`config.mk`:
```
export PLATFORM = sky130hd
export DESIGN_NAME = usb_buffer_arbiter
export DESIGN_NICKNAME = d
export VERILOG_FILES = /design/src/rtl/usb_buffer_arbiter.sv
export SDC_FILE = /design/constraint.sdc
export NUM_CORES = 1
export LEC_CHECK = 0
export CAP_MARGIN = 10
export CELL_PAD_IN_SITES_DETAIL_PLACEMENT = 0
export CELL_PAD_IN_SITES_GLOBAL_PLACEMENT = 1
export CORE_MARGIN = 4
export CORE_UTILIZATION = 23
export DETAILED_ROUTE_END_ITERATION = 8
export HOLD_SLACK_MARGIN = 0.06
export PLACE_DENSITY_LB_ADDON = 0.1
export REMOVE_ABC_BUFFERS = 1
export SKIP_LAST_GASP = 1
export SLEW_MARGIN = 30
export SYNTH_ARGS = -nofsm -noshare
export SYNTH_HDL_FRONTEND = slang
export SYNTH_SLANG_ARGS = --single-unit
export TNS_END_PERCENT = 20
```
`constraint.sdc`:
```
create_clock -name clk48 -period 2.5 [get_ports clk48]
set_clock_uncertainty 0.2 [all_clocks]
set_input_delay 0.75 -clock clk48 [delete_from_list [all_inputs] [get_ports clk48]]
set_output_delay 0.75 -clock clk48 [all_outputs]
set_load 0.01 [all_outputs]
```
`src/rtl/usb_buffer_arbiter.sv`:
```
// Shares the single-port USB packet buffer between the core bus and the USB module.
// A two-state token decides the priority owner; the other side gets idle cycles plus a forced anti-starvation slot.
module usb_buffer_arbiter #(
  parameter int ADDR_WIDTH   = 8,
  parameter int STARVE_LIMIT = 15,
  parameter int CNT_WIDTH    = 4
) (
  input  logic                  clk48,
  input  logic                  reset,
  input  logic                  core_req,
  input  logic [ADDR_WIDTH-1:0] core_addr,
  input  logic [31:0]           core_wdata,
  input  logic [3:0]            core_wstrb,
  output logic                  core_grant,
  output logic                  core_rvalid,
  output logic [31:0]           core_rdata,
  input  logic                  usb_req,
  input  logic [ADDR_WIDTH-1:0] usb_addr,
  input  logic [31:0]           usb_wdata,
  input  logic                  usb_we,
  output logic                  usb_grant,
  output logic                  usb_rvalid,
  output logic [31:0]           usb_rdata,
  input  logic                  usb_packet_done,
  input  logic                  core_release,
  output logic                  core_owns,
  output logic                  protocol_error,
  output logic [ADDR_WIDTH-1:0] buf_addr,
  output logic [31:0]           buf_wdata,
  output logic [3:0]            buf_wstrb,
  input  logic [31:0]           buf_rdata
);

  typedef enum logic {USB_OWNS = 1'b0, CORE_OWNS = 1'b1} own_e;

  localparam logic [CNT_WIDTH-1:0] LIMIT = CNT_WIDTH'(STARVE_LIMIT);

  own_e                 r_state, w_state_nxt;
  logic                 r_err;
  logic                 w_err_evt;
  logic [CNT_WIDTH-1:0] r_cnt, w_cnt_nxt;
  logic                 r_core_pend, r_usb_pend;
  logic [31:0]          r_core_rdata, r_usb_rdata;
  logic                 w_owner_req, w_non_req, w_force;
  logic                 w_owner_gnt, w_non_gnt;

  // Ownership token: the pulse valid for the current state moves it, the other one is a violation.
  always_ff @(posedge clk48 or posedge reset) begin
    if (reset) r_state <= USB_OWNS;
    else       r_state <= w_state_nxt;
  end

  always_comb begin
    w_state_nxt = r_state;
    w_err_evt   = 1'b0;
    case (r_state)
      USB_OWNS: begin
        if (usb_packet_done) w_state_nxt = CORE_OWNS;
        if (core_release)    w_err_evt   = 1'b1;
      end
      CORE_OWNS: begin
        if (core_release)    w_state_nxt = USB_OWNS;
        if (usb_packet_done) w_err_evt   = 1'b1;
      end
      default: w_state_nxt = USB_OWNS;
    endcase
  end

  always_ff @(posedge clk48 or posedge reset) begin
    if (reset)          r_err <= 1'b0;
    else if (w_err_evt) r_err <= 1'b1;
  end

  assign core_owns      = (r_state == CORE_OWNS);
  assign protocol_error = r_err;

  // Arbitration is owner-relative; map back to core/usb at the end.
  always_comb begin
    w_owner_req = core_owns ? core_req : usb_req;
    w_non_req   = core_owns ? usb_req  : core_req;
    w_force     = w_owner_req && w_non_req && (r_cnt == LIMIT);
    w_owner_gnt = w_owner_req && !w_force;
    w_non_gnt   = w_non_req && (!w_owner_req || w_force);
    core_grant  = core_owns ? w_owner_gnt : w_non_gnt;
    usb_grant   = core_owns ? w_non_gnt   : w_owner_gnt;
  end

  always_comb begin
    w_cnt_nxt = '0;
    if (w_non_req && !w_non_gnt)
      w_cnt_nxt = (r_cnt == LIMIT) ? r_cnt : r_cnt + 1'b1;
  end

  always_ff @(posedge clk48 or posedge reset) begin
    if (reset) r_cnt <= '0;
    else       r_cnt <= w_cnt_nxt;
  end

  always_comb begin
    buf_addr  = '0;
    buf_wdata = '0;
    buf_wstrb = '0;
    if (core_grant) begin
      buf_addr  = core_addr;
      buf_wdata = core_wdata;
      buf_wstrb = core_wstrb;
    end else if (usb_grant) begin
      buf_addr  = usb_addr;
      buf_wdata = usb_wdata;
      buf_wstrb = {4{usb_we}};
    end
  end

  // RAM data is registered, so the read issued in cycle N is on buf_rdata during N+1.
  always_ff @(posedge clk48 or posedge reset) begin
    if (reset) begin
      r_core_pend  <= 1'b0;
      r_usb_pend   <= 1'b0;
      r_core_rdata <= '0;
      r_usb_rdata  <= '0;
    end else begin
      r_core_pend <= core_grant && (core_wstrb == 4'b0000);
      r_usb_pend  <= usb_grant && !usb_we;
      if (r_core_pend) r_core_rdata <= buf_rdata;
      if (r_usb_pend)  r_usb_rdata  <= buf_rdata;
    end
  end

  assign core_rvalid = r_core_pend;
  assign usb_rvalid  = r_usb_pend;
  assign core_rdata  = r_core_pend ? buf_rdata : r_core_rdata;
  assign usb_rdata   = r_usb_pend  ? buf_rdata : r_usb_rdata;

endmodule

```
==> results.md, run 1 <==
* Crit path DAT at 1.94 ns
* Sequential share of power at 34.5%
* Maximum number of pins on one net before global-route repair at 73
* Worst path depth at 8
* EDFF count, synth at 0
* Total GRT Usage at 15.16%
* Synthesized-area fraction occupied by ao, oa, aoi and oai cells at 8.171%
* Total number of vias at 3,494
* Critical path peak fanout at 5
* Cell at the slowest stage of the critical path: dfrtp_1
* First-pass GRT wire length at 20.07 mm
* Peak Freq at 0.3461 GHz
* Mapped Avg Cell Area at 10.90 um2
* Antenna-violating nets left at 0
* Initial core utilization at 23.74%
* Post-synth top area share at 51.84%
* Number of filler cells placed in the layout at 1,426
* Primary FF master, synth: dfrtp_1
* Placed insts at 731
* Via count of the first global-routing pass at 3,657
* Worst r2r path cells at 7
* Proportion of synthesized area in mux cells at 22.32%
* Syn Inst Count at 319
* Worst-case clock buffer depth at 2
* Drt first-iter violations at 92
* Nets at 698
* Worst voltage drop across the vdd grid at 0.0002516 V
* Outcome: finished, violations left
* Synth unique cells at 24
* Number of clock buffers inserted by TritonCTS at 9
* Die width at 130.9 um
* Post-synthesis cell area at 0.003476 mm2
* Combinational power share at 35.2%
* Wire length reported by the detailed router at 13.54 mm
* Number of sinks driven by the clock tree at 72
* Clock insertion delay at the later pin of the skew report at 0.32 ns
* Most common cell type on the critical path: buf_12
* Crit. End Element: output pin
* Final count of hold timing violations at 0
* Most frequent cells after synthesis: nand2_1 (87), dfrtp_1 (72), mux2_2 (60), o22ai_1 (44), clkbuf_1 (11)
* Violations in the final reports: setup timing
* Main combinational cell family by area after synthesis: multiplexers
* Row Count at 44
* Switching portion of total power at 26.84%
* Sum of negative setup slack at -33.69 ns
* Core region area at 0.01464 mm2
* Worst path required time at 1.55 ns
* Number of antenna violations at the first check in global routing at 1
* Storage element area at 0.001802 mm2
* Power density over the cells at 630.9 mW/mm2
* Part of the power in the clock network at 30.3%
* Worst path top cell family by delay: buffers and inverters
* Adder and majority gate portion of the synthesized area at 0.3600%
* Sequential share of the synthesized area at 51.84%
* Area leader, netlist: dfrtp_1
* Cell internal power dissipation at 0.003063 W
* Critical Path Max Stage Delay at 0.38 ns
* Post-DP HPWL at 9.923 mm
* Leak at 2.922 nW
* Max-slew headroom at 74.59%
* Pre-CTS setup slack at -1.014 ns
* Area grow syn2layout at 90.89%
* Power spent charging and discharging nets at 0.001123 W
* Start-to-end type of the worst setup path: register to output pin
* Worst Slack Setup Final at -0.3892 ns
* Max-slew violation total from the final report at 0
* Sequence of cells on the critical path: ha_2, and3_4, mux2i_4, buf_6, buf_12, buf_12, o22ai_1, buf_2
* Instance count along the most critical hold path at 1
* Full die area at 0.01714 mm2
* Worst setup SP type: register
* Simple-gate share of the synthesized area at 11.92%
* Die height at 130.9 um
* Most used standard cell by instance count after synthesis: nand2_1
* Ranking of synthesized cells by area: dfrtp_1 (52%), mux2_2 (19%), nand2_1 (9.4%), o22ai_1 (7.9%), buf_6 (1.3%)
* Setup-failing EPs final at 110
* Post-cts hold buffer count at 0
* WL per Instance at 17.73 um
* Class of the worst hold path: register to register
* Post-route fraction of the period consumed by the critical path at 115.6%
* TritonCTS clock tree: built
* Register bit total from synthesis at 72
* Total overflow reported by the global router at 0
* Clock transition at the register clock pins on the worst setup and hold paths after CTS at 0.05 ns
* Transition time at the pin with the least slew margin at 0.3812 ns
* Area occupied by multi-input gates at 0.001667 mm2
* Share of cells above drive strength 1 at 31.26%
* Router iterations before antenna repair at 4
* DRC viols at 0
* Setup repair after global routing missed its margin: true
* Parity-gate share of the synthesized area counting xor and xnor cells at 0.5040%
* Number of buffer and inverter instances along the worst setup path at 4
* Root buffer cell: clkbuf_16
* Final min period at 2.889 ns
* Number of standard cells in the final layout excluding fillers at 764
* I/O pin count at 237
* H-tree Lvls at 3
* Max-cap check violation count at 0
* Vias per Instance at 4.573
* Total number of yosys warnings at 0
* Final RePlAce weighted congestion at 0.8112
* Number of I/O port buffers at 236
* Proportion of register bits with asynchronous set or reset after synthesis at 100.0%
==> state kept, by name (all words and copies together), names as in the netlist <==
| signal | cells |
|---|---|
| protocol_error | 1 |
| core_rvalid | 1 |
| r_core_rdata | 32 |
| r_cnt | 4 |
| core_owns | 1 |
| r_usb_rdata | 32 |
| usb_rvalid | 1 |
==> routing by layer <==
metal | part of all wire, % | global-route usage [%] | up-vias
met5 | 0 | 0 | -
met4 | 2.2 | 5.445 | 0
met3 | 10 | 6.626 | 17
met2 | 48 | 25.10 | 170
met1 | 39 | 17.46 | 1693
li1 | - | - | 1614
==> final timing paths <==
| kind | slack (ns) | from | to |
|---|---|---|---|
| setup / recovery | -0.39 | r_cnt[0] | buf_wdata[18] |
| hold / removal | 0.28 | r_core_rdata[1] | r_core_rdata[1] |
| setup reg to reg | 0.70 | r_cnt[0] | usb_rvalid |
| hold reg to reg | 0.28 | r_core_rdata[1] | r_core_rdata[1] |
| max in group asynchronous | 1.17 | reset | r_usb_rdata[22] |
| min in group asynchronous | 0.63 | reset | r_usb_rdata[0] |
==> cell usage in the layout, fill, tap and decap left out, drive strengths merged, types with 2 or more instances in the layout <==
cell type,n
buf,77
clkbuf,17
clkdlybuf4s50,153
clkinv,2
dfrtp,72
dlygate4sd2,36
inv,3
mux2,64
mux2i,3
nand2,87
nand2b,2
nor2,4
nor2b,3
nor3b,2
o22ai,44
==> worst reg2reg max path, stage by stage (launching register included) <==
cell     delay (ns)
dfrtp_1        0.38
ha_2           0.19
and3_4         0.18
mux2i_4        0.20
buf_6          0.14
buf_12         0.14
buf_4          0.13
nor3b_1        0.16
==> per-stage QoR <==
stage	area [um2]	power [W]	utilization (%)	hold WS, ns
2_1_floorplan	3317	0.002025	-	0.2331
5_1_grt	6635	0.004435	45.31	0.3034
3_5_place_dp	6127	0.003001	41.84	0.2757
4_1_cts	6474	0.004230	44.21	0.2882
6_report	6635	0.004186	45.31	0.2833
3_3_place_gp	6127	0.002983	41.84	0.2690
==> cell families after synthesis <==
logic type      count (synthesis)
mux                            67
compound gates                 45
flops                          72
buf+inv                        30
xor+xnor                        2
fa+ha+maj                       1
simple gates                  102
==> what timing repair did <==
item	4_1_cts	5_1_grt
gates resized for setup	239	39
pin swaps	4	8
setup buffers	13	1
setup endpoints to repair	112	113
gates cloned	3	3
endpoints found under the hold margin	0	0
==> final cells by class <==
class	instances	share of cell area [%]
antenna	1	0.03771
clock buffer	13	3.922
clock inverter	3	0.6034
inverter	3	0.1697
multi-input combinational	217	25.12
sequential	72	27.15
tap	184	3.470
timing repair buffer	271	39.52
==> power groups by stage <==
stage,registers [W],clock network (W),logic (W)
6_report,0.00144,0.00127,0.00147
5_1_grt,0.00147,0.00138,0.00159
4_1_cts,0.00145,0.00133,0.00146
3_5_place_dp,0.00147,0,0.00153
3_3_place_gp,0.00146,0,0.00153
2_1_floorplan,0.00146,0,0.000566
Power figures use the tool's default switching activity.
==> run 2, diff against run 1 <==
CAP_MARGIN = 25   (was 10)
CORE_UTILIZATION = 27   (was 23)
clock period = 3.55 ns   (was 2.5 ns; I/O delays follow)
==> results.md, run 2 (synthesized netlist as in run 1, its figures left out) <==
* Leak at 2.890 nW (-1.1%)
* Initial core utilization at 27.54% (+3.8 points)
* Final Instance Area at 0.006462 mm2 (-2.6%)
* Core region area at 0.01262 mm2 (-14%)
* Outcome: finished, violations left
* Max-slew violation total from the final report at 0 (unchanged)
* Crit path DAT at 2.49 ns (+0.55 ns)
* Drt first-iter violations at 172 (+87%)
* Number of filler cells placed in the layout at 1,193 (-16%)
* Worst Slack Setup Final at -0.2000 ns (+0.1891 ns)
* H-tree Lvls at 3 (unchanged)
* Cell area after placement at 0.006118 mm2 (-0.14%)
* Final count of hold timing violations at 0 (unchanged)
* Post-DP HPWL at 9.635 mm (-2.9%)
* Commonest cells after routing, fill and taps aside: clkdlybuf4s50_1 (196), nand2_1 (87), dfrtp_1 (72), mux2_2 (60), o22ai_1 (44)
* Part of the power in the clock network at 28.7% (-1.6 points)
* Utilization after layout at 51.21% (+5.9 points)
* Antenna-violating nets left at 0 (unchanged)
* Transition time at the pin with the least slew margin at 0.4546 ns (+0.07341 ns)
* Root buffer cell: clkbuf_16
* Area grow syn2layout at 85.93%
* Number of sinks driven by the clock tree at 72 (unchanged)
* Total number of vias at 3,302 (-5.5%)
* First-pass GRT wire length at 18.73 mm (-6.7%)
* Setup repair after global routing missed its margin: true
* Max-cap check violation count at 0 (unchanged)
* Combinational power share at 36.1% (+0.9 points)
* Registers with the most flip-flops: r_core_rdata (32), r_usb_rdata (32), r_cnt (4)
* Total overflow reported by the global router at 0 (unchanged)
* Number of I/O port buffers at 236 (unchanged)
* Cell internal power dissipation at 0.002139 W (-30%)
* Vias per Instance at 4.480 (-2.0%)
* Critical path peak fanout at 13 (+8)
* I/O pin count at 237 (unchanged)
* Power spent charging and discharging nets at 0.0007571 W (-33%)
* Switching portion of total power at 26.14% (-0.69 points)
* Worst voltage drop across the vdd grid at 0.0002650 V (+5.3%)
* Clock transition at the register clock pins on the worst setup and hold paths after CTS at 0.05 ns (about the same)
* Die width at 121.5 um (-7.2%)
* Maximum number of pins on one net before global-route repair at 49 (-33%)
* Setup-failing EPs final at 11 (-90%)
* Critical Path Max Stage Delay at 0.56 ns (+0.18 ns)
* Max-slew headroom at 69.66% (-4.9 points)
* Row Count at 41 (-6.8%)
* Power density over the cells at 448.1 mW/mm2 (-29%)
* Class of the worst hold path: register to register
* Nets at 684 (-2.0%)
* Antenna Diode Count at 0 (-1)
* Via count of the first global-routing pass at 3,407 (-6.8%)
* Number of clock buffers inserted by TritonCTS at 9 (unchanged)
* Crit. End Element: output pin
* DRC viols at 0 (unchanged)
* Full die area at 0.01475 mm2 (-14%)
* Violations in the final reports: setup timing
* Worst setup SP type: primary input
* TritonCTS clock tree: built
* Post-route fraction of the period consumed by the critical path at 105.6%
* Cell at the slowest stage of the critical path: clkdlybuf4s50_1
* Start-to-end type of the worst setup path: primary input to output pin
* Clock insertion delay at the later pin of the skew report at 0.32 ns (about the same)
* Worst-case clock buffer depth at 2 (unchanged)
* Final RePlAce weighted congestion at 0.7888 (-2.8%)
* Total GRT Usage at 16.52% (+1.4 points)
* Number of buffer and inverter instances along the worst setup path at 4 (unchanged)
* WL per Instance at 16.84 um (-5.0%)
* Die height at 121.5 um (-7.2%)
* Router iterations before antenna repair at 4 (unchanged)
* Sequential share of power at 35.2% (+0.7 points)
* Worst path required time at 2.28 ns (+0.73 ns)
* Sequence of cells on the critical path: clkdlybuf4s15_2, nand2b_1, mux2i_4, buf_4, buf_16, o22ai_1, clkdlybuf4s50_1
* Peak Freq at 0.2667 GHz
* Worst path top cell family by delay: buffers and inverters
* Number of antenna violations at the first check in global routing at 0 (-1)
* Wire length reported by the detailed router at 12.41 mm (-8.4%)
* Share of cells above drive strength 1 at 18.23% (-13 points)
* Final min period at 3.750 ns
* Commonest non-fill, non-tap cell in the layout: clkdlybuf4s50_1
==> run 2: area by class of cell <==
type | instances | area (um2) | share of cell area [%]
Inverter | 3 | 12.51 | 0.1936
Timing Repair Buffer | 257 | 2643 | 40.89
Tap cell | 172 | 215.2 | 3.330
Multi-Input combinational cell | 217 | 1505 | 23.29
Clock inverter | 3 | 15.01 | 0.2323
Clock buffer | 13 | 270.3 | 4.182
Sequential cell | 72 | 1802 | 27.88
==> run 2: final timing paths <==
kind                       startpoint              end  slack, ns  cells after the start
setup reg to reg             r_cnt[0]       usb_rvalid       1.69                      6
max in group asynchronous       reset  r_usb_rdata[10]       1.70                      3
hold reg to reg              r_cnt[0]         r_cnt[0]       0.26                      1
hold / removal               r_cnt[0]         r_cnt[0]       0.26                      1
setup / recovery             core_req     buf_wdata[2]      -0.20                      7
min in group asynchronous       reset        core_owns       0.87                      2
==> run 2: metrics by stage <==
stage | power (W) | worst slack (ns) | hold slack (ns) | instances | TNS [ns]
final | 0.002896 | -0.2000 | 0.2615 | 737 | -1.499
after global placement | 0.002092 | -0.5541 | 0.2477 | 718 | -23.66
after CTS | 0.002954 | -0.2341 | 0.2643 | 737 | -4.835
after detailed placement | 0.002112 | -0.5704 | 0.2577 | 718 | -23.68
after floorplan | 0.001426 | 0.1688 | 0.2331 | 292 | 0
after global routing | 0.003060 | -0.2434 | 0.2962 | 737 | -2.720
==> run 2: power groups by stage <==
stage | combinational, W | clock, W | sequential [W]
detailed placement | 0.00108 | 0 | 0.00104
global route | 0.00113 | 0.000899 | 0.00103
finish | 0.00105 | 0.000831 | 0.00102
CTS | 0.00107 | 0.000861 | 0.00102
floorplan | 0.000398 | 0 | 0.00103
global placement | 0.00107 | 0 | 0.00103
==> run 2: repair_timing <==
| item | in CTS | in global routing |
|---|---|---|
| setup endpoints to repair | 50 | 77 |
| gates resized for setup | 33 | 16 |
| buffers inserted | 2 | 0 |
| hold buffers | 0 | 0 |
| cloned | 1 | 0 |
==> run 2: per-layer routing <==
layer / vias up / track usage (%) / wire, um
met4: 0 / 5.042 / 147
met2: 151 / 27.56 / 6147
li1: 1588 / - / -
met5: - / 0 / 0
met3: 11 / 7.879 / 1357
met1: 1552 / 18.70 / 4758
==> run 3, diff against run 2 <==
CORE_MARGIN = 2   (was 4)
TNS_END_PERCENT = 5   (was 20)
==> results.md, run 3 (synthesized netlist as in run 1, its figures left out) <==
* Outcome: finished, violations left
* Violations in the final reports: setup timing
* Instance count along the most critical hold path at 1 (unchanged)
* Total overflow reported by the global router at 0 (unchanged)
* Sequence of cells on the critical path: clkdlybuf4s15_1, nand2b_1, mux2i_4, buf_12, o22ai_1, clkdlybuf4s50_1
* Number of I/O port buffers at 236 (unchanged)
* Core region area at 0.01262 mm2 (unchanged)
* Antenna Diode Count at 0 (unchanged)
* Utilization after layout at 51.36% (+0.15 points)
* Setup repair after global routing missed its margin: true
* Initial core utilization at 27.54% (unchanged)
* Router iterations before antenna repair at 4 (unchanged)
* Drt first-iter violations at 81 (-53%)
* TritonCTS clock tree: built
* Critical Path Max Stage Delay at 0.58 ns (+0.02 ns)
* I/O pin count at 237 (unchanged)
* Met2 usage in global routing at 29.42% (+1.9 points)
* Clock insertion delay at the later pin of the skew report at 0.32 ns (about the same)
* Die height at 117.5 um (-3.3%)
* Transition time at the pin with the least slew margin at 0.6327 ns (+0.1780 ns)
* Crit. End Element: output pin
* Row Count at 41 (unchanged)
* Worst-case clock buffer depth at 2 (unchanged)
* Share of cells above drive strength 1 at 17.79% (-0.44 points)
* Max-slew violation total from the final report at 0 (unchanged)
* Leak at 2.750 nW (-4.8%)
* Start-to-end type of the worst setup path: primary input to output pin
* Final RePlAce weighted congestion at 0.7324 (-7.2%)
* Maximum number of pins on one net before global-route repair at 45 (-8.2%)
* Total number of vias at 3,291 (-0.33%)
* First-pass GRT wire length at 18.53 mm (-1.1%)
* Worst Slack Setup Final at -0.1602 ns (+0.03985 ns)
* Die width at 117.5 um (-3.3%)
* Antenna-violating nets left at 0 (unchanged)
* Number of antenna violations at the first check in global routing at 0 (unchanged)
* Vias per Instance at 4.484 (about the same)
* Nets at 681 (-0.44%)
* Registers with the most flip-flops: r_core_rdata (32), r_usb_rdata (32), r_cnt (4)
* Setup-failing EPs final at 42 (+31)
* Post-route fraction of the period consumed by the critical path at 104.5% (-1.1 points)
* Pre-CTS setup slack at -0.5701 ns (+0.0003290 ns)
* Number of clock buffers inserted by TritonCTS at 9 (unchanged)
* H-tree Lvls at 3 (unchanged)
* Full die area at 0.01380 mm2 (-6.5%)
* Switching portion of total power at 25.21% (-0.93 points)
* Total GRT Usage at 17.06% (+0.55 points)
* Post-DP HPWL at 9.005 mm (-6.5%)
* Sequential share of power at 33.6% (-1.6 points)
* Cell at the slowest stage of the critical path: clkdlybuf4s50_1
* Met3 usage in global routing at 6.298% (-1.6 points)
* Combinational power share at 34.5% (-1.6 points)
* Class of the worst hold path: register to register
* Max-cap check violation count at 0 (unchanged)
* Worst r2r path cells at 5 (-1)
* Sum of negative setup slack at -3.220 ns (-1.721 ns)
* Worst voltage drop across the vdd grid at 0.0002647 V (-0.12%)
* WL per Instance at 16.08 um (-4.5%)
* Final min period at 3.710 ns (-0.03985 ns)
* Peak Freq at 0.2695 GHz (+1.1%)
* Max-slew headroom at 57.76% (-12 points)
* Wire length reported by the detailed router at 11.80 mm (-4.9%)
* Number of sinks driven by the clock tree at 72 (unchanged)
* Post-cts hold buffer count at 0 (unchanged)
* Power spent charging and discharging nets at 0.0007646 W (+1.0%)
* Routing layer with the top usage in global route: met2
* Commonest non-fill, non-tap cell in the layout: clkdlybuf4s50_1
* Part of the power in the clock network at 31.9% (+3.2 points)
* Commonest cells after routing, fill and taps aside: clkdlybuf4s50_1 (208), nand2_1 (87), dfrtp_1 (72), mux2_2 (60), o22ai_1 (44)
* Worst path required time at 2.28 ns (about the same)
* Area grow syn2layout at 86.47%
* Power density over the cells at 468.0 mW/mm2 (+4.4%)
* Via count of the first global-routing pass at 3,487 (+2.3%)
* DRC viols at 0 (unchanged)
* Crit path DAT at 2.45 ns (-0.04 ns)
* Worst setup SP type: primary input
* Clock transition at the register clock pins on the worst setup and hold paths after CTS at 0.05 ns (about the same)
* Met1 capacity usage during global routing at 19.37% (+0.66 points)
* Root buffer cell: clkbuf_16
* Critical path peak fanout at 23 (+10)
* Final count of hold timing violations at 0 (unchanged)
* Cell internal power dissipation at 0.002269 W (+6.1%)
==> run 3: routing by layer <==
layer,up-vias,wire (um)
li1,1588,-
met1,1533,4678
met2,156,5750
met3,14,1145
met4,0,230
met5,-,0
==> run 3: repair_timing <==
item	CTS	global route
buffers inserted	2	0
gates resized for setup	34	3
gates cloned	1	0
endpoints found under the setup margin	52	68
==> run 3: path summary, 6_finish.rpt <==
check                          from               to  slack, ns
setup reg to reg           r_cnt[0]      core_rvalid       1.74
setup / recovery            usb_req    buf_wdata[31]      -0.16
max in group asynchronous     reset  r_usb_rdata[19]       1.53
hold / removal             r_cnt[0]         r_cnt[0]       0.26
hold reg to reg            r_cnt[0]         r_cnt[0]       0.26
min in group asynchronous     reset  r_usb_rdata[28]       0.94
==> run 3: cell type report <==
type / count / area, um2
inverter: 3 / 11.26
clock buffer: 11 / 252.7
clock inverter: 5 / 78.83
tap: 172 / 215.2
timing repair buffer: 254 / 2616
multi-input combinational: 217 / 1505
sequential: 72 / 1802
fill: 1185 / 6138
==> run 3: per-stage QoR <==
| step | hold slack, ns | std cells | total power (W) | area, um2 |
|---|---|---|---|---|
| 2_1_floorplan | 0.2331 | 292 | 0.001426 | 3317 |
| 3_3_place_gp | 0.2518 | 715 | 0.002091 | 6120 |
| 3_5_place_dp | 0.2591 | 715 | 0.002105 | 6120 |
| 4_1_cts | 0.2666 | 734 | 0.003087 | 6475 |
| 5_1_grt | 0.3028 | 734 | 0.003191 | 6481 |
| 6_report | 0.2582 | 734 | 0.003033 | 6481 |
==> run 3: critical path, delay by kind of cell <==
kind | cells | cell delay, ns
compound gates | 1 | 0.17
simple gates | 1 | 0.14
buf+inv | 3 | 0.97
mux | 1 | 0.09
==> run 3: power groups by stage <==
stage | registers [W] | logic [W] | clock network (W)
after CTS | 0.00102 | 0.00107 | 0.00100
after global placement | 0.00103 | 0.00106 | 0
after global routing | 0.00103 | 0.00112 | 0.00104
final | 0.00102 | 0.00105 | 0.000969
after floorplan | 0.00103 | 0.000398 | 0
after detailed placement | 0.00103 | 0.00107 | 0
